===== src/rtl/rwl_pulse_driver_pkg.sv =====
// Shared constants and helpers for the RWL pulse driver.
// State codes are fixed for compatibility with older tools.
package rwl_pkg;

  localparam logic [1:0] ST_IDLE  = 2'd0;
  localparam logic [1:0] ST_DRIVE = 2'd1;
  localparam logic [1:0] ST_GAP   = 2'd2;

  function automatic int rows(input int aw);
    return 1 << aw;
  endfunction

  function automatic int max2(input int a, input int b);
    return (a > b) ? a : b;
  endfunction

endpackage


===== src/rtl/rwl_pulse_driver_if.sv =====
// Read-port request bus and wordline strips.
// Master is the read controller, slave is the driver.
interface rwl_pulse_driver_if
  import rwl_pkg::*;
#(
  parameter int ADDR_WIDTH = 3,
  parameter int NUM_PORTS  = 2,
  localparam int ROWS      = rows(ADDR_WIDTH)
);

  logic [NUM_PORTS-1:0]            REQ;
  logic [NUM_PORTS*ADDR_WIDTH-1:0] ADDR;
  logic [NUM_PORTS-1:0]            BUSY;
  logic [NUM_PORTS-1:0]            DONE;
  logic [NUM_PORTS*ROWS-1:0]       RWL;

  modport master (
    output REQ, ADDR,
    input  BUSY, DONE, RWL
  );

  modport slave (
    input  REQ, ADDR,
    output BUSY, DONE, RWL
  );

endinterface


===== src/rtl/rwl_pulse_driver_port_fsm.sv =====
// One read port: request capture, pulse/gap sequencing,
// registered one-hot wordline strip with DONE/BUSY.
module rwl_port_fsm
  import rwl_pkg::*;
#(
  parameter int ADDR_WIDTH   = 3,
  parameter int PULSE_CYCLES = 2,
  parameter int GAP_CYCLES   = 1,
  localparam int ROWS        = rows(ADDR_WIDTH)
) (
  input  logic                  CLK,
  input  logic                  RST,
  input  logic                  i_req,
  input  logic [ADDR_WIDTH-1:0] i_addr,
  output logic                  o_busy,
  output logic                  o_done,
  output logic [ROWS-1:0]       o_rwl
);

  localparam int CW =
    $clog2(max2(PULSE_CYCLES, GAP_CYCLES) + 1);

  if ((PULSE_CYCLES < 1) || (GAP_CYCLES < 1)) begin : g_bad
    $error("rwl_port_fsm: cycle counts must be >= 1");
  end

  logic [1:0]            r_state;
  logic [CW-1:0]         r_cnt;
  logic [ADDR_WIDTH-1:0] r_addr;
  logic [ROWS-1:0]       r_rwl;
  logic                  r_busy;
  logic                  r_done;

  function automatic logic [ROWS-1:0] dec(
    input logic [ADDR_WIDTH-1:0] a
  );
    dec    = '0;
    dec[a] = 1'b1;
  endfunction

  // Every DRIVE exit goes through GAP, so the strip
  // never moves directly from one row to another.
  always_ff @(posedge CLK) begin
    if (RST) begin
      r_state <= ST_IDLE;
      r_cnt   <= '0;
      r_addr  <= '0;
      r_rwl   <= '0;
      r_busy  <= 1'b0;
      r_done  <= 1'b0;
    end else begin
      r_done <= 1'b0;
      unique case (r_state)
        ST_IDLE: begin
          if (i_req) begin
            r_state <= ST_DRIVE;
            r_addr  <= i_addr;
            r_cnt   <= CW'(PULSE_CYCLES - 1);
            r_rwl   <= dec(i_addr);
            r_busy  <= 1'b1;
          end
        end
        ST_DRIVE: begin
          if (r_cnt != '0) begin
            r_cnt <= r_cnt - CW'(1);
            r_rwl <= dec(r_addr);
          end else begin
            r_state <= ST_GAP;
            r_cnt   <= CW'(GAP_CYCLES - 1);
            r_rwl   <= '0;
            r_done  <= 1'b1;
          end
        end
        ST_GAP: begin
          if (r_cnt != '0) begin
            r_cnt <= r_cnt - CW'(1);
          end else begin
            r_state <= ST_IDLE;
            r_busy  <= 1'b0;
          end
        end
        default: begin
          r_state <= ST_IDLE;
          r_cnt   <= '0;
          r_rwl   <= '0;
          r_busy  <= 1'b0;
        end
      endcase
    end
  end

  assign o_busy = r_busy;
  assign o_done = r_done;
  assign o_rwl  = r_rwl;

endmodule


===== src/rtl/rwl_pulse_driver.sv =====
// Multi-port registered read-wordline driver:
// one independent pulse FSM per read port.
module rwl_pulse_driver
  import rwl_pkg::*;
#(
  parameter int ADDR_WIDTH   = 3,
  parameter int NUM_PORTS    = 2,
  parameter int PULSE_CYCLES = 2,
  parameter int GAP_CYCLES   = 1,
  localparam int ROWS        = rows(ADDR_WIDTH)
) (
  input  logic          CLK,
  input  logic          RST,
  rwl_pulse_driver_if.slave bus
);

  logic [NUM_PORTS-1:0]      w_busy;
  logic [NUM_PORTS-1:0]      w_done;
  logic [NUM_PORTS*ROWS-1:0] w_rwl;

  for (genvar p = 0; p < NUM_PORTS; p++) begin : g_port
    rwl_port_fsm #(
      .ADDR_WIDTH   (ADDR_WIDTH),
      .PULSE_CYCLES (PULSE_CYCLES),
      .GAP_CYCLES   (GAP_CYCLES)
    ) u_fsm (
      .CLK    (CLK),
      .RST    (RST),
      .i_req  (bus.REQ[p]),
      .i_addr (bus.ADDR[p*ADDR_WIDTH +: ADDR_WIDTH]),
      .o_busy (w_busy[p]),
      .o_done (w_done[p]),
      .o_rwl  (w_rwl[p*ROWS +: ROWS])
    );
  end

  assign bus.BUSY = w_busy;
  assign bus.DONE = w_done;
  assign bus.RWL  = w_rwl;

endmodule


===== src/flat_wrapper.sv =====
// flat-port wrapper written by rule: the top's interface ports become plain ports
module rwl_pulse_driver_flat import rwl_pkg::*;
#(
  parameter int ADDR_WIDTH   = 3,
  parameter int NUM_PORTS    = 2,
  parameter int PULSE_CYCLES = 2,
  parameter int GAP_CYCLES   = 1,
  localparam int ROWS        = rows(ADDR_WIDTH)
)
  (CLK, RST, bus_REQ, bus_ADDR, bus_BUSY, bus_DONE, bus_RWL);
  rwl_pulse_driver_if #(.ADDR_WIDTH(ADDR_WIDTH), .NUM_PORTS(NUM_PORTS)) bus_i ();
  input  logic CLK;
  input  logic RST;
  input wire logic [$bits(bus_i.REQ)-1:0] bus_REQ;
  input wire logic [$bits(bus_i.ADDR)-1:0] bus_ADDR;
  output wire logic [$bits(bus_i.BUSY)-1:0] bus_BUSY;
  output wire logic [$bits(bus_i.DONE)-1:0] bus_DONE;
  output wire logic [$bits(bus_i.RWL)-1:0] bus_RWL;
  assign bus_i.REQ = bus_REQ;
  assign bus_i.ADDR = bus_ADDR;
  assign bus_BUSY = bus_i.BUSY;
  assign bus_DONE = bus_i.DONE;
  assign bus_RWL = bus_i.RWL;
  rwl_pulse_driver #(.ADDR_WIDTH(ADDR_WIDTH), .NUM_PORTS(NUM_PORTS), .PULSE_CYCLES(PULSE_CYCLES), .GAP_CYCLES(GAP_CYCLES)) u_core (.CLK(CLK), .RST(RST), .bus(bus_i));
endmodule

===== config.mk =====
export PLATFORM = sky130hd
export DESIGN_NAME = rwl_pulse_driver_flat
export DESIGN_NICKNAME = d
export VERILOG_FILES = /design/src/rtl/rwl_pulse_driver_pkg.sv /design/src/rtl/rwl_pulse_driver_if.sv /design/src/rtl/rwl_pulse_driver_port_fsm.sv /design/src/rtl/rwl_pulse_driver.sv /design/src/flat_wrapper.sv
export SDC_FILE = /design/constraint.sdc
export NUM_CORES = 1
export LEC_CHECK = 0
export CAP_MARGIN = 20
export CELL_PAD_IN_SITES_DETAIL_PLACEMENT = 0
export CELL_PAD_IN_SITES_GLOBAL_PLACEMENT = 1
export CORE_MARGIN = 2
export CORE_UTILIZATION = 43
export DETAILED_ROUTE_END_ITERATION = 10
export PLACE_DENSITY = 0.82
export SYNTH_ARGS = -nofsm -noshare
export SYNTH_HDL_FRONTEND = slang
export SYNTH_HIERARCHICAL = 1
export SYNTH_SLANG_ARGS = --single-unit

===== constraint.sdc =====
create_clock -name CLK -period 3.5 [get_ports CLK]
set_input_delay 0.525 -clock CLK [delete_from_list [all_inputs] [get_ports CLK]]
set_output_delay 0.525 -clock CLK [all_outputs]
set_load 0.01 [all_outputs]

Word level (Yosys, flattened, before mapping)
Index checks and enable logic that the tools add are counted.
W data, S select, Z words.

word-level totals
  output and inout port bits = 20
  logic and storage cells = 94
  bits in writable memories = 0
  latch bits = 0
  bits of input ports = 10
  memories kept = 0
  bits in read-only memories = 0
  register bits after elaboration = 34

operators by class
  $add $sub $neg = 2
  bitwise logic cells = 4
  equality and inequality tests = 12
  shift operators = 0
  div/mod/pow operators = 0
  muxes and demuxes = 36
  $lt $le $gt $ge = 8
  multiply operators = 0
  reduce and logical (&&, ||, !) cells = 20

operators with widths
  operator               count
  $pmux W8 S3            2
  $mux W8                4
  $pmux W2 S3            4
  $mux W2                10
  $lt A3 B4 Y1 const B   4
  $ne A2 B2 Y1 const B   8
  $demux W1 S3           4
  $ge A3 B1 Y1 const B   4
  $reduce_and A2 Y1      6
  $reduce_and A3 Y1      4
  $mux W1                10
  $pmux W1 S3            2
  $eq A2 B1 Y1 const B   2
  $eq A2 B2 Y1 const B   2
  $logic_and A1 B1 Y1    4
  $logic_not A2 Y1       2
  $not A1 Y1             4
  $reduce_bool A2 Y1     2
  $reduce_or A2 Y1       2
  $sub A2 B1 Y2 const B  2

Depth between registers and ports, before layout
Gate-level depths: netlist of run 1.

  word-level depth = 6
  gate-level depth with buffers = 6
  gate-level depth less buffers = 5

Modules after synthesis
The synthesis of run 1 kept the hierarchy.

modules (own cells, without submodules)
  module                                 area each (um^2)  cells an instance  instances  sequential area each (um^2)
  rwl_port_fsm (u_core.g_port[1].u_fsm)  898.4             98                 1          340.3
  rwl_port_fsm (u_core.g_port[0].u_fsm)  888.4             98                 1          340.3

Worst setup path before layout of run 1
OpenSTA, ideal clock, no wires.

  path type = flip-flop to flip-flop
  start point = register u_core.g_port[1].u_fsm.r_cnt[0]
  end point = register u_core.g_port[1].u_fsm.r_rwl[7]
  cell stages (with the launch flop) = 7
  path slack = 2.051 ns
  period minus slack after synthesis = 1.449 ns
  buffers on the path = 1
  required time = 3.440 ns
  arrival = 1.389 ns
  setup time = 0.060 ns
  cells stage by stage = dfxtp_1 inv_1 ha_1 buf_2 or3b_1 o22ai_1 a22o_1

on the way
  word-level cells in the longest chain between the ends = 3

RTL lines
  what                    RTL line                         source
  from (decl)             rwl_pulse_driver_port_fsm.sv:28  logic [CW-1:0] r_cnt;
  from (signal assigned)  rwl_pulse_driver_port_fsm.sv:58  r_cnt <= CW'(PULSE_CYCLES - 1);
  from (signal assigned)  rwl_pulse_driver_port_fsm.sv:65  r_cnt <= r_cnt - CW'(1);
  from (signal assigned)  rwl_pulse_driver_port_fsm.sv:69  r_cnt <= CW'(GAP_CYCLES - 1);
  $reduce_bool A2 Y1      rwl_pulse_driver_port_fsm.sv:64  if (r_cnt != '0) begin
  $mux W8                 rwl_pulse_driver_port_fsm.sv:64
  $pmux W8 S3             rwl_pulse_driver_port_fsm.sv:53  unique case (r_state)
  to (signal assigned)    rwl_pulse_driver_port_fsm.sv:59  r_rwl <= dec(i_addr);
  to (signal assigned)    rwl_pulse_driver_port_fsm.sv:66  r_rwl <= dec(r_addr);
  to (decl)               rwl_pulse_driver_port_fsm.sv:30  logic [ROWS-1:0] r_rwl;

Every way passes these cells.
A chain may end at the register's enable or synchronous reset.

==> results of run 1 <==
## state kept, by name, summed over array words and instances (netlist names)
| signal | cells |
|---|---|
| u_core/g_port.u_fsm/r_addr | 6 |
| u_core/g_port.u_fsm/o_done | 2 |
| u_core/g_port.u_fsm/r_cnt | 4 |
| u_core/g_port.u_fsm/r_state | 4 |
| u_core/g_port.u_fsm/o_busy | 2 |
| u_core/g_port.u_fsm/o_rwl | 16 |
## cells in the final DEF, fill, tap and decap left out, types with 8 or more instances in the layout
cell,instances
nor2b_1,8
a21oi_1,10
nand3b_1,10
dfxtp_1,34
o22ai_1,12
nand2_1,8
nor3_1,8
clkdlybuf4s50_1,29
a22o_1,18
nand2b_1,10
o21ai_0,12
## logic make-up after synthesis
kind of cell	synth area share
adder cells (fa/ha/maj)	0.0420
flip-flops	0.381
multiplexers	0.0126
AO/OA/AOI/OAI	0.234
buffers and inverters	0.0574
AND/OR/NAND/NOR	0.273
## cells in the mapped netlist, types with 3 or more instances
library cell | n | area (µm²)
dfxtp_1 | 34 | 681
a22o_1 | 18 | 158
o21ai_0 | 12 | 60.1
o22ai_1 | 12 | 75.1
a21oi_1 | 10 | 50.1
nand2b_1 | 10 | 62.6
nand3b_1 | 10 | 75.1
nand2_1 | 8 | 30.0
nor2b_1 | 8 | 50.1
nor3_1 | 8 | 40.0
buf_2 | 7 | 35.0
ha_1 | 6 | 75.1
inv_1 | 6 | 22.5
nor2_1 | 6 | 22.5
or3b_1 | 6 | 52.6
a32o_1 | 4 | 40.0
nor3_2 | 4 | 40.0
nor3b_1 | 4 | 30.0
buf_6 | 3 | 33.8
## critical path: stages
cell	delay [ps]
clkdlybuf4s50_1	840
nor3_2	630
a22o_1	230
## report_power, final
part | internal [mW] | total, mW | switching, mW | leakage, nW
Clock | 0.159 | 0.303 | 0.144 | 0.0482
Sequential | 0.408 | 0.438 | 0.0296 | 0.278
Combinational | 0.0763 | 0.154 | 0.0776 | 0.432
Total | 0.643 | 0.895 | 0.252 | 0.758
## final cells by class
class                           instances  area [µm²]
Clock buffer                            7        86.3
Clock inverter                          1        5.00
Fill cell                             372        1850
Inverter                                6        22.5
Multi-Input combinational cell        144        1000
Sequential cell                        34         681
Tap cell                               50        62.6
Timing Repair Buffer                   29         290
## stage by stage
step | total power, mW | instance area, µm² | std cells | util
floorplan | 0.549 | 1790 | 196 | -
global placement | 0.592 | 2060 | 263 | 0.515
detailed placement | 0.600 | 2060 | 263 | 0.515
CTS | 0.904 | 2150 | 271 | 0.538
global route | 0.938 | 2150 | 271 | 0.538
finish | 0.895 | 2150 | 271 | 0.538
## how the worst min path moves through the flow
stage,start,slack [ps],cells after the start,end
global route,u_core/g_port[0].u_fsm/o_rwl[0],500,1,u_core/g_port[0].u_fsm/o_rwl[0]
finish,u_core/g_port[1].u_fsm/o_rwl[4],480,1,u_core/g_port[1].u_fsm/o_rwl[4]
detailed placement,u_core/g_port[0].u_fsm/o_rwl[0],470,1,u_core/g_port[0].u_fsm/o_rwl[0]
global placement,u_core/g_port[0].u_fsm/o_rwl[7],460,1,u_core/g_port[0].u_fsm/o_rwl[7]
floorplan,u_core/g_port[0].u_fsm/r_addr[0],480,2,u_core/g_port[0].u_fsm/r_addr[0]
CTS,u_core/g_port[0].u_fsm/o_rwl[0],490,1,u_core/g_port[0].u_fsm/o_rwl[0]
## per-layer routing
metal | vias to the layer above | routed length, µm | GRT usage
met3 | 8 | 152 | 0.0526
met5 | - | 0 | 0
met4 | 0 | 72 | 0.0900
li1 | 781 | - | -
met2 | 32 | 1850 | 0.288
met1 | 729 | 1910 | 0.245
==> results by group, run 1 <==
Run status
  • Outcome: finished clean

Worst setup path
  • CP Launch Point: RST
  • R2r startpoint: u_core/g_port[1].u_fsm/r_state[1]
  • Worst Setup EP: u_core/g_port[1].u_fsm/o_rwl[6]
  • CP Launch Type: input pin
  • Critical path class: in2reg
  • Worst path arrival time: 2230 ps
  • CP Data Required Time: 3730 ps
  • CP Max Fanout: 22
  • R2R setup slack: 1820 ps
  • CP endpoint kind: register
  • R2R cell count: 3
  • FF-to-FF End: u_core/g_port[1].u_fsm/o_rwl[6]

Synthesis
  • Top FF cell, synth: dfxtp_1
  • Synth unique cells: 31
  • Synth Register Bits: 34
  • Cells after Synth: 196
  • Number of synthesized flops with an enable pin: 0
  • Synth Area per Inst: 9.12 µm²
  • Seq/Total Area, Yosys: 0.381
  • Mapped Nets: 212
  • Yosys warns: 6
  • Synthesized area: 1790 µm²
  • Post-synth ARST share: 0

Final layout
  • Layout Nets: 236
  • Area grow syn2layout: 20.4%
  • Antenna cells: 0
  • Fraction of layout cells with a size suffix above 1: 0.0905

Placed design
  • Pre-CTS WS: 1160 ps
  • PortBufs: 29
  • Hpwl dp: 2.88 mm
  • Final GP Congestion: 0.845

Routing
  • Routed wire length: 3.99 mm
  • DRT iter0 DRCs: 105
  • Detailed-route via count: 1550
  • DR DRC count: 0
  • DR vias/cell: 5.72
  • Antenna-violating nets left: 0
  • WL/cell: 14.7 µm
  • Drt pass-1 iters: 4

Clock network
  • # hold bufs at CTS: 0
  • Reg clk slew, reported paths: 60 ps
  • Gates resized, CTS repair: 0
  • CTS buffer count: 5
  • CTS tree: built
  • Clk_lat worst skew: 290 ps
  • Maximum clock insertion buffer count: 2
  • Clk root buf: clkbuf_8
  • Htree depth: 2
  • Setup bufs post-CTS: 0
  • Num Clock Sinks: 34

STA
  • Final Skew: 8.41 ps
  • F_max: 500 MHz
  • Min Tclk post-route: 2000 ps
  • Hold Violations, Final: 0
  • Min Hold Slack: 480 ps
  • Slew @ Worst Pin: 859 ps
  • RSZ-0062 raised after global routing: no
  • Final setup fails: 0
  • Slew margin rel.: 0.426
  • Final Slew Violations: 0
  • Post-Route Setup TNS: 0 ps
  • Worst setup margin: 1500 ps
  • Final critical-path share of the clock period: 0.572

Job
  • Max cap viols: 0

Global routing
  • Total track usage: 0.189
  • Vias in the first global route: 1414
  • Initial antenna violation count: 0
  • First-pass GRT wire length: 6.53 mm
  • Grt total ovfl: 0
  • Largest net degree at the start of global routing: 23

Worst hold path
  • Hold crit path type: reg2reg

Floorplan
  • Starting density of the core: 0.447
  • Die area: 4690 µm²
  • Floorplan row count: 23
  • Die H: 68.5 µm
  • Core box area: 4000 µm²
  • Die X: 68.5 µm
  • Ports: 30

Power
  • P per Cell Area: 416 nW/µm²
  • P_leak: 0.758 nW
  • Worst VDD drop: 0.187 mV
No activity file was read; power rests on OpenSTA's default activity.
==> inputs of run 2 (changes only) <==
CORE_UTILIZATION = 40   (was 43)
PLACE_DENSITY = 0.77   (was 0.82)
clock period = 1.9 ns   (was 3.5 ns; I/O delays follow)
==> run 2 against run 1 <==
  * Routed wire length rose by 3.7%
  * Global-route usage down 1.7 points
  * First-iteration DRC count decreased by 16%
  * Non-clock buffer count rose by 4
  * Largest power group unchanged
  * Critical path depth unchanged
  * Combinational power rose by 95%
==> results by group, run 2 (synthesized netlist as in run 1, its figures left out) <==
Run status
  • Outcome: finished clean

Final layout
  • Largest register FFs: 16
  • Antenna cells: 0
  • Layout Nets: 240
  • FF/Latch Area: 681 µm²
  • Fillers: 406
  • Final std cells w/o fill: 277
  • Commonest cells after routing, fill and taps aside: 34 x dfxtp_1, 29 x clkdlybuf4s50_1, 18 x a22o_1
  • Area taken by multi-input logic gates: 1000 µm²
  • Area grow syn2layout: 24.8%
  • Post-route cell area: 2230 µm²
  • Fraction of layout cells with a size suffix above 1: 0.111
  • Commonest non-fill, non-tap cell in the layout: dfxtp_1

STA
  • Worst setup margin: 253 ps
  • Final Slew Violations: 0
  • Final Skew: 12.9 ps
  • RSZ-0062 raised after global routing: no
  • Final critical-path share of the clock period: 0.867
  • Hold Violations, Final: 0
  • Slew @ Worst Pin: 623 ps
  • Slew margin rel.: 0.584
  • Min Tclk post-route: 1650 ps
  • Final setup fails: 0
  • F_max: 607 MHz
  • Post-Route Setup TNS: 0 ps

Global routing
  • Largest net degree at the start of global routing: 22
  • Total track usage: 0.173
  • Vias in the first global route: 1534
  • Initial antenna violation count: 0
  • First-pass GRT wire length: 6.93 mm
  • Grt total ovfl: 0

Floorplan
  • Ports: 30
  • Die area: 5020 µm²
  • Core box area: 4320 µm²
  • Starting density of the core: 0.413
  • Floorplan row count: 24
  • Die X: 70.8 µm
  • Die H: 70.8 µm

Clock network
  • Htree depth: 2
  • Maximum clock insertion buffer count: 2
  • # hold bufs at CTS: 0
  • Clk_lat worst skew: 290 ps
  • Clk root buf: clkbuf_8
  • CTS tree: built
  • Gates resized, CTS repair: 0
  • Num Clock Sinks: 34
  • Reg clk slew, reported paths: 80 ps
  • Setup bufs post-CTS: 0
  • CTS buffer count: 5

Worst setup path
  • CP Data Required Time: 2070 ps
  • Cells along the critical path: nor2_1 -> mux2_2 -> a221oi_1
  • CP top delay family: flip-flops
  • Critical path class: reg2reg
  • Critical path's slowest cell: dfxtp_1
  • CP endpoint kind: register
  • CP Launch Type: register
  • Slowest stage delay, CP: 710 ps
  • CP Max Fanout: 21
  • Bufs and invs on worst path: 0
  • Worst path arrival time: 1810 ps

Placed design
  • DP Cell Count: 269
  • Cell Area, Placed: 2090 µm²
  • Pre-CTS WS: 197 ps
  • Final GP Congestion: 0.818
  • Hpwl dp: 3.06 mm
  • PortBufs: 29

Worst hold path
  • Hold crit path type: reg2reg

Power
  • P_leak: 0.798 nW
  • P per Cell Area: 851 nW/µm²
  • Total Power: 1.90 mW
  • Worst VDD drop: 0.435 mV

Job
  • Max cap viols: 0

Routing
  • Drt pass-1 iters: 4
  • WL/cell: 14.9 µm
  • Antenna-violating nets left: 0
  • DR DRC count: 0
  • DRT iter0 DRCs: 88
  • DR vias/cell: 5.75
  • Detailed-route via count: 1594
  • Routed wire length: 4.14 mm
## run 2: path summary, 6_finish.rpt
path | from | end | slack, ps | cells past startpoint
worst min-delay path | u_core/g_port[0].u_fsm/o_rwl[7] | u_core/g_port[0].u_fsm/o_rwl[7] | 480 | 1
worst min register to register | u_core/g_port[0].u_fsm/o_rwl[7] | u_core/g_port[0].u_fsm/o_rwl[7] | 480 | 1
worst max-delay path | u_core/g_port[1].u_fsm/r_state[0] | u_core/g_port[1].u_fsm/r_cnt[0] | 250 | 3
worst max register to register | u_core/g_port[1].u_fsm/r_state[0] | u_core/g_port[1].u_fsm/r_cnt[0] | 250 | 3
## run 2: metal layers
layer,part of all wire,GRT usage,vias up
li1,-,-,785
met1,0.45,0.205,757
met2,0.48,0.297,37
met3,0.038,0.0399,15
met4,0.032,0.0776,0
met5,0,0,-
## run 2: where the power goes
part           total, mW  leakage (nW)  internal (mW)  switching (mW)
registers          0.800         0.278          0.752          0.0479
clock network      0.796        0.0683          0.525           0.271
logic              0.301         0.452          0.146           0.155
## run 2: area by class of cell
class	count	share of cell area
timing repair buffer	33	0.144
tap	52	0.0292
inverter	6	0.0101
clock inverter	3	0.0309
clock buffer	5	0.0309
multi-input combinational	144	0.450
sequential	34	0.305
## run 2: stage by stage
step | utilization | hold WS [ps]
floorplan | - | 421
global placement | 0.484 | 464
detailed placement | 0.484 | 467
CTS | 0.516 | 486
global route | 0.516 | 496
finish | 0.516 | 479
==> inputs of run 3 (changes only) <==
HOLD_SLACK_MARGIN = 0.05   (was not set)
==> results of run 3 <==
Same layout as run 2: the final DEF is identical, and so are final timing and power.
